`src/rtl/rmii_game_tx.sv`:
```
// rmii_game_tx: sends one fixed-layout game-state Ethernet frame per accepted request over RMII.
// Defining RMII_TX_FCS_EN adds the CRC-32 engine and the 4-byte FCS state.
module rmii_game_tx #(
   parameter logic [47:0] DEST_MAC  = 48'hFF_FF_FF_FF_FF_FF,
   parameter logic [47:0] SRC_MAC   = 48'h02_00_00_00_00_01,
   parameter logic [15:0] ETHERTYPE = 16'h88B5
) (
   input  logic        eth_clk,
   input  logic        eth_rstn,
   input  logic        tx_valid_in,
   output logic        tx_ready_out,
   input  logic [10:0] player_x,
   input  logic [10:0] player_y,
   input  logic [8:0]  direction,
   input  logic [2:0]  game_stat,
   input  logic        reset_req,
   output logic        eth_txen,
   output logic [1:0]  eth_txd,
   output logic        tx_done_out
);
   localparam logic [111:0] HEADER = {DEST_MAC, SRC_MAC, ETHERTYPE};

   typedef enum logic [2:0] {
      S_IDLE,
      S_PREAMBLE,
      S_HEADER,
      S_PAYLOAD,
      S_PAD,
`ifdef RMII_TX_FCS_EN
      S_FCS,
`endif
      S_IFG
   } state_t;

   state_t      state, state_nxt;
   logic [7:0]  cnt, cnt_nxt, cnt_last;
   logic        at_last;
   logic        accept;
   logic        ready_q;
   logic [47:0] payload;
   logic [7:0]  cur_byte;
   logic [1:0]  dibit;

   // Handshake: a request transfers on a clock edge where tx_valid_in and
   // tx_ready_out are both 1; tx_valid_in seen while tx_ready_out is 0 is dropped.
   assign accept  = tx_valid_in && ready_q;
   assign at_last = (cnt == cnt_last);

   always_comb begin
      cnt_last = 8'd0;
      case (state)
         S_PREAMBLE: cnt_last = 8'd31;
         S_HEADER:   cnt_last = 8'd55;
         S_PAYLOAD:  cnt_last = 8'd23;
         S_PAD:      cnt_last = 8'd159;
`ifdef RMII_TX_FCS_EN
         S_FCS:      cnt_last = 8'd15;
`endif
         S_IFG:      cnt_last = 8'd47;
         default:    cnt_last = 8'd0;
      endcase
   end

   always_comb begin
      state_nxt = state;
      cnt_nxt   = cnt + 8'd1;
      if (state == S_IDLE || at_last)
         cnt_nxt = 8'd0;
      case (state)
         S_IDLE:     if (accept)  state_nxt = S_PREAMBLE;
         S_PREAMBLE: if (at_last) state_nxt = S_HEADER;
         S_HEADER:   if (at_last) state_nxt = S_PAYLOAD;
         S_PAYLOAD:  if (at_last) state_nxt = S_PAD;
`ifdef RMII_TX_FCS_EN
         S_PAD:      if (at_last) state_nxt = S_FCS;
         S_FCS:      if (at_last) state_nxt = S_IFG;
`else
         S_PAD:      if (at_last) state_nxt = S_IFG;
`endif
         S_IFG:      if (at_last) state_nxt = S_IDLE;
         default:    state_nxt = S_IDLE;
      endcase
   end

   always_ff @(posedge eth_clk) begin
      if (!eth_rstn) begin
         state   <= S_IDLE;
         cnt     <= 8'd0;
         ready_q <= 1'b0;
         payload <= 48'd0;
      end else begin
         state   <= state_nxt;
         cnt     <= cnt_nxt;
         ready_q <= (state_nxt == S_IDLE);
         if (accept)
            payload <= {player_x, 1'b0, player_y, 1'b0, direction, 3'b000,
                        game_stat, 1'b0, reset_req, 7'b0000000};
      end
   end

`ifdef RMII_TX_FCS_EN
   logic [31:0] crc;
   logic [31:0] fcs;

   // Reflected CRC-32, advanced by one dibit (bit 0 first) per transmitted cycle.
   function automatic logic [31:0] crc_step(input logic [31:0] c, input logic [1:0] d);
      logic [31:0] r;
      r = c;
      for (int i = 0; i < 2; i++)
         r = (r[0] ^ d[i]) ? ((r >> 1) ^ 32'hEDB88320) : (r >> 1);
      return r;
   endfunction

   assign fcs = ~crc;

   always_ff @(posedge eth_clk) begin
      if (!eth_rstn)
         crc <= 32'hFFFF_FFFF;
      else if (state == S_IDLE)
         crc <= 32'hFFFF_FFFF;
      else if (state == S_HEADER || state == S_PAYLOAD || state == S_PAD)
         crc <= crc_step(crc, dibit);
   end
`endif

   // Bytes go out in order, each as four dibits starting from bits [1:0].
   always_comb begin
      cur_byte = 8'h00;
      case (state)
         S_PREAMBLE: cur_byte = (cnt[4:2] == 3'd7) ? 8'hD5 : 8'h55;
         S_HEADER:   cur_byte = HEADER[{4'd13 - cnt[5:2], 3'b000} +: 8];
         S_PAYLOAD:  cur_byte = payload[{3'd5 - cnt[4:2], 3'b000} +: 8];
         default:    cur_byte = 8'h00;
      endcase
      dibit = cur_byte[{cnt[1:0], 1'b0} +: 2];
`ifdef RMII_TX_FCS_EN
      if (state == S_FCS)
         dibit = fcs[{cnt[3:0], 1'b0} +: 2];
`endif
   end

   assign eth_txen     = (state != S_IDLE) && (state != S_IFG);
   assign eth_txd      = eth_txen ? dibit : 2'b00;
   assign tx_ready_out = ready_q;
   assign tx_done_out  = (state == S_IFG) && at_last;

endmodule

```
`config.mk`:
```
export PLATFORM = sky130hd
export DESIGN_NAME = rmii_game_tx
export DESIGN_NICKNAME = d
export VERILOG_FILES = /design/src/rtl/rmii_game_tx.sv
export SDC_FILE = /design/constraint.sdc
export NUM_CORES = 1
export LEC_CHECK = 0
export BUFFER_PORTS_ARGS = -buffer_cell sky130_fd_sc_hd__buf_2
export CAP_MARGIN = 5
export CORE_MARGIN = 10
export CORE_UTILIZATION = 25
export CTS_CLUSTER_DIAMETER = 30
export DETAILED_ROUTE_END_ITERATION = 10
export GPL_TIMING_DRIVEN = 1
export PLACE_DENSITY = 0.53
export SLEW_MARGIN = 20
export SYNTH_ARGS = -nofsm -noshare
export SYNTH_HDL_FRONTEND = slang
export SYNTH_SLANG_ARGS = --single-unit
```
`constraint.sdc`:
```
create_clock -name eth_clk -period 4.5 [get_ports eth_clk]
set_clock_uncertainty 0.15 [all_clocks]
set_input_delay 0.675 -clock eth_clk [delete_from_list [all_inputs] [get_ports eth_clk]]
set_output_delay 0.675 -clock eth_clk [all_outputs]
set_load 0.1 [all_outputs]
```
==> results.txt <==
The power after layout is 854.6 uW. The reported leakage power is 1.068 nW. The HPWL after detailed placement came out at 4.646 mm. The final weighted congestion in routability-driven placement is 0.8695. The critical path goes through and3_1, o21ai_0, a211oi_4, and3b_1, buf_2. By startpoint and endpoint, the worst setup path is classified as reg -> out. The number of standard cells after synthesis came out at 313. sky130_fd_sc_hd__nand2_1 is the most common cell in the netlist. The total area inside the core boundary comes to 0.009819 sq mm. The pin count of the biggest net entering global routing is 41. TritonCTS built the clock tree. 43 I/O pins were placed. The final layout net count came out at 382. The clock network fraction of design power is 0.319.

The via count of the first global-routing pass came to 2140. The detailed-router iteration count before antenna repair came out at 4. The path class of the lowest-slack min-delay path is reg -> reg. The data arrival time of the critical path came out at 2.83 ns. The post-CTS resize count is 0. After synthesis, the cell types taking the most area are sky130_fd_sc_hd__dfxtp_1 37%, sky130_fd_sc_hd__nand2_1 12%, sky130_fd_sc_hd__a21oi_1 8.9%. Setup repair after global routing left no endpoint under its margin.

The insertion delay to the later sink of the worst-skew pair came out at 0.31 ns. The setup fix buffers added after clock tree synthesis came out at 0. The number of synthesized flops with an enable pin is 0. The required time at the worst-slack endpoint came out at 3.67 ns.

Across every metal layer, demand over resource in global routing totals 0.08885. The chip height came out at 120.8 um. The share of Yosys cell area claimed by the top area cell type is 0.3703. The sum of overflow across all layers after global routing is 0. sky130_fd_sc_hd__dfxtp_1 takes more of the synthesized area than any other cell.

The number of buffers added by the clock tree synthesis step came out at 5. The final-report setup violation count came out at 0. Timing would allow up to 273.6 MHz. Counting flops with an async set or reset pin after synthesis yields a share of 0.

The flip-flop and latch count after synthesis is 47. For this configuration, the core starts out at a cell density of 0.2588. Internal power comes to 597.0 uW. Of the total power, the share spent switching nets is 0.3015. The area of all placed cells without fillers is 0.002928 sq mm. The global routing stage identified its most utilized layer as met2. The area of placed instances came out at 0.002836 sq mm. The power density relative to cell area is 291.9 mW/mm^2. No sink is reached through more buffers than the 2 on the longest clock path. The number of port buffers came out at 42. The detailed-route vias per instance came out at 4.684. The worst-case IR drop observed on VDD is 0.1287 mV. The root buffer cell is sky130_fd_sc_hd__clkbuf_8. The remaining number of nets flagged by the antenna check after routing came out at 0.

The final hold violation count came out at 0. The sequential share of power is 0.531. The detailed router's first-iteration violation count came out at 133. The net count of the mapped netlist is 354. Among all stages on the critical path, the largest delay is contributed by sky130_fd_sc_hd__dfxtp_1.

From left edge to right edge, the die measures 120.8 um. The clock transition at the register clock pins on the worst setup and hold paths after CTS came out at 0.10 ns. The share of layout cells above drive strength 1 is 0.2164. Setup total negative slack on the finished layout was measured at 0 ns.

The max capacitance violation total came out at 0. The per-cell routed wire length is 13.60 um. At the pin with the least slew margin, the transition time is 0.8105 ns.

The routed layout has 2225 vias. The worst-case headroom to the max-slew limit came out at 0.4589. The row count is 36. Once placement completed, the tool counted placed cells totaling 467. For this run, design rule violations remaining after detail routing come to 0. STA classifies the critical path endpoint as an output port. The share of the Yosys chip area taken by registers is 0.3703. After clock tree synthesis, the flow added hold-fix buffers numbering 0. The switching power is 257.6 uW. Yosys printed 0 warnings.

In the synthesized netlist the dominant register cell turns out to be sky130_fd_sc_hd__dfxtp_1. The synthesized netlist occupies a cell area of 0.002541 sq mm. The area of the die came out at 0.01460 sq mm. The clock sink count is 47. The kind of start point of the critical path is a flip-flop. Counting instances in the post-synthesis netlist gives the leading cell types as 79 x sky130_fd_sc_hd__nand2_1, 47 x sky130_fd_sc_hd__dfxtp_1, 45 x sky130_fd_sc_hd__a21oi_1. The finished layout holds 475 standard cells, fillers aside. In the global route stage, met2 resource usage came out at 0.1306. The fraction of the cycle the final worst path needs came out at 0.8122. The final standard cell utilization of the core is 0.2982. Of all nets on the critical path, the largest fanout is 21.

The final antenna diode count is 0. The H-tree was split into 2 levels. The run finished with clean final reports. The delay contributed by the slowest stage of the critical path is 0.86 ns. The routing usage on met1 is 0.1271. The first global-routing pass estimated 10.94 mm of wire.

The met3 global-route usage is 0.02373. The combinational fraction of design power came out at 0.150. The number of antenna violations at the first check in global routing came to 0.

The post-synthesis area per instance came out at 8.119 sq um. The relative area change from synthesis to final layout is 15.21%. After synthesis, the netlist uses 55 different library cells. The total wirelength of the detailed-routed design came out at 6.460 mm. The minimum clock period after layout is 3.655 ns. The count of pins over their slew limit is 0.
cell families (layout without fill, tap and decap cells):
logic type,count (synthesis),in the layout,share of synthesized area
buffers and inverters,30,59,0.05268
AO/OA/AOI/OAI,82,82,0.2216
XOR/XNOR,7,7,0.02413
AND/OR/NAND/NOR,129,129,0.2304
flip-flops,47,47,0.3703
multiplexers,15,15,0.08616
adder cells (fa/ha/maj),3,3,0.01477
worst paths after layout:
| path | start | to | slack (ns) | cells past startpoint |
|---|---|---|---|---|
| setup / recovery | cnt[2]$_SDFF_PP0_ | tx_done_out | 0.85 | 5 |
| setup reg to reg | cnt[2]$_SDFF_PP0_ | cnt[2]$_SDFF_PP0_ | 1.90 | 5 |
| hold / removal | payload[15]$_SDFFE_PN0P_ | payload[15]$_SDFFE_PN0P_ | 0.31 | 2 |
| hold reg to reg | payload[15]$_SDFFE_PN0P_ | payload[15]$_SDFFE_PN0P_ | 0.31 | 2 |
final cells by class:
type                       instances  area (sq um)
clock buffer                       5         68.82
inverter                           4         15.01
clock inverter                     3         22.52
sequential                        47         940.9
multi-input combinational        236          1466
timing repair buffer              47         247.7
tap                              133         166.4
fill                            1085          6892
power by group through the flow:
stage | Combinational (mW) | Clock, mW | Sequential (mW)
after global placement | 0.129 | 0 | 0.463
after detailed placement | 0.130 | 0 | 0.463
after CTS | 0.131 | 0.278 | 0.454
after floorplan | 0.0924 | 0 | 0.463
final | 0.128 | 0.272 | 0.454
after global routing | 0.144 | 0.298 | 0.457
sequential cells by signal, indices dropped and copies added, names as in the netlist:
register and count:
payload 35, cnt 8, state 3, tx_ready_out 1
layout by cell type (no fill, tap or decap), types with 4 or more instances in the layout:
| master | n |
|---|---|
| sky130_fd_sc_hd__clkbuf_8 | 5 |
| sky130_fd_sc_hd__inv_1 | 4 |
| sky130_fd_sc_hd__o21ai_0 | 6 |
| sky130_fd_sc_hd__mux2_2 | 6 |
| sky130_fd_sc_hd__nor2_1 | 20 |
| sky130_fd_sc_hd__buf_2 | 42 |
| sky130_fd_sc_hd__xnor2_1 | 5 |
| sky130_fd_sc_hd__a21oi_1 | 45 |
| sky130_fd_sc_hd__nand2_1 | 79 |
| sky130_fd_sc_hd__mux2i_1 | 5 |
| sky130_fd_sc_hd__buf_4 | 5 |
| sky130_fd_sc_hd__dfxtp_1 | 47 |
metrics by stage:
| step | hold WS, ns | worst slack, ns |
|---|---|---|
| final | 0.3103 | 0.8453 |
| after global routing | 0.3284 | 0.6270 |
| after CTS | 0.3096 | 0.8010 |
| after detailed placement | 0.2961 | 1.167 |
| after global placement | 0.2915 | 1.237 |
| after floorplan | 0.2815 | 0.6532 |
layer usage:
layer / vias to the layer above / share of wire
li1: 1147 / -
met1: 1026 / 0.51
met2: 47 / 0.44
met3: 5 / 0.046
met4: 0 / 0.0048
met5: - / 0
worst max-delay path, delay by kind of cell, from the launching register on:
kind / cells / cell delay (ns)
buf+inv: 1 / 0.42
compound gates: 2 / 0.60
flops: 1 / 0.86
simple gates: 2 / 0.63
No activity file was read; power rests on OpenSTA's default activity.
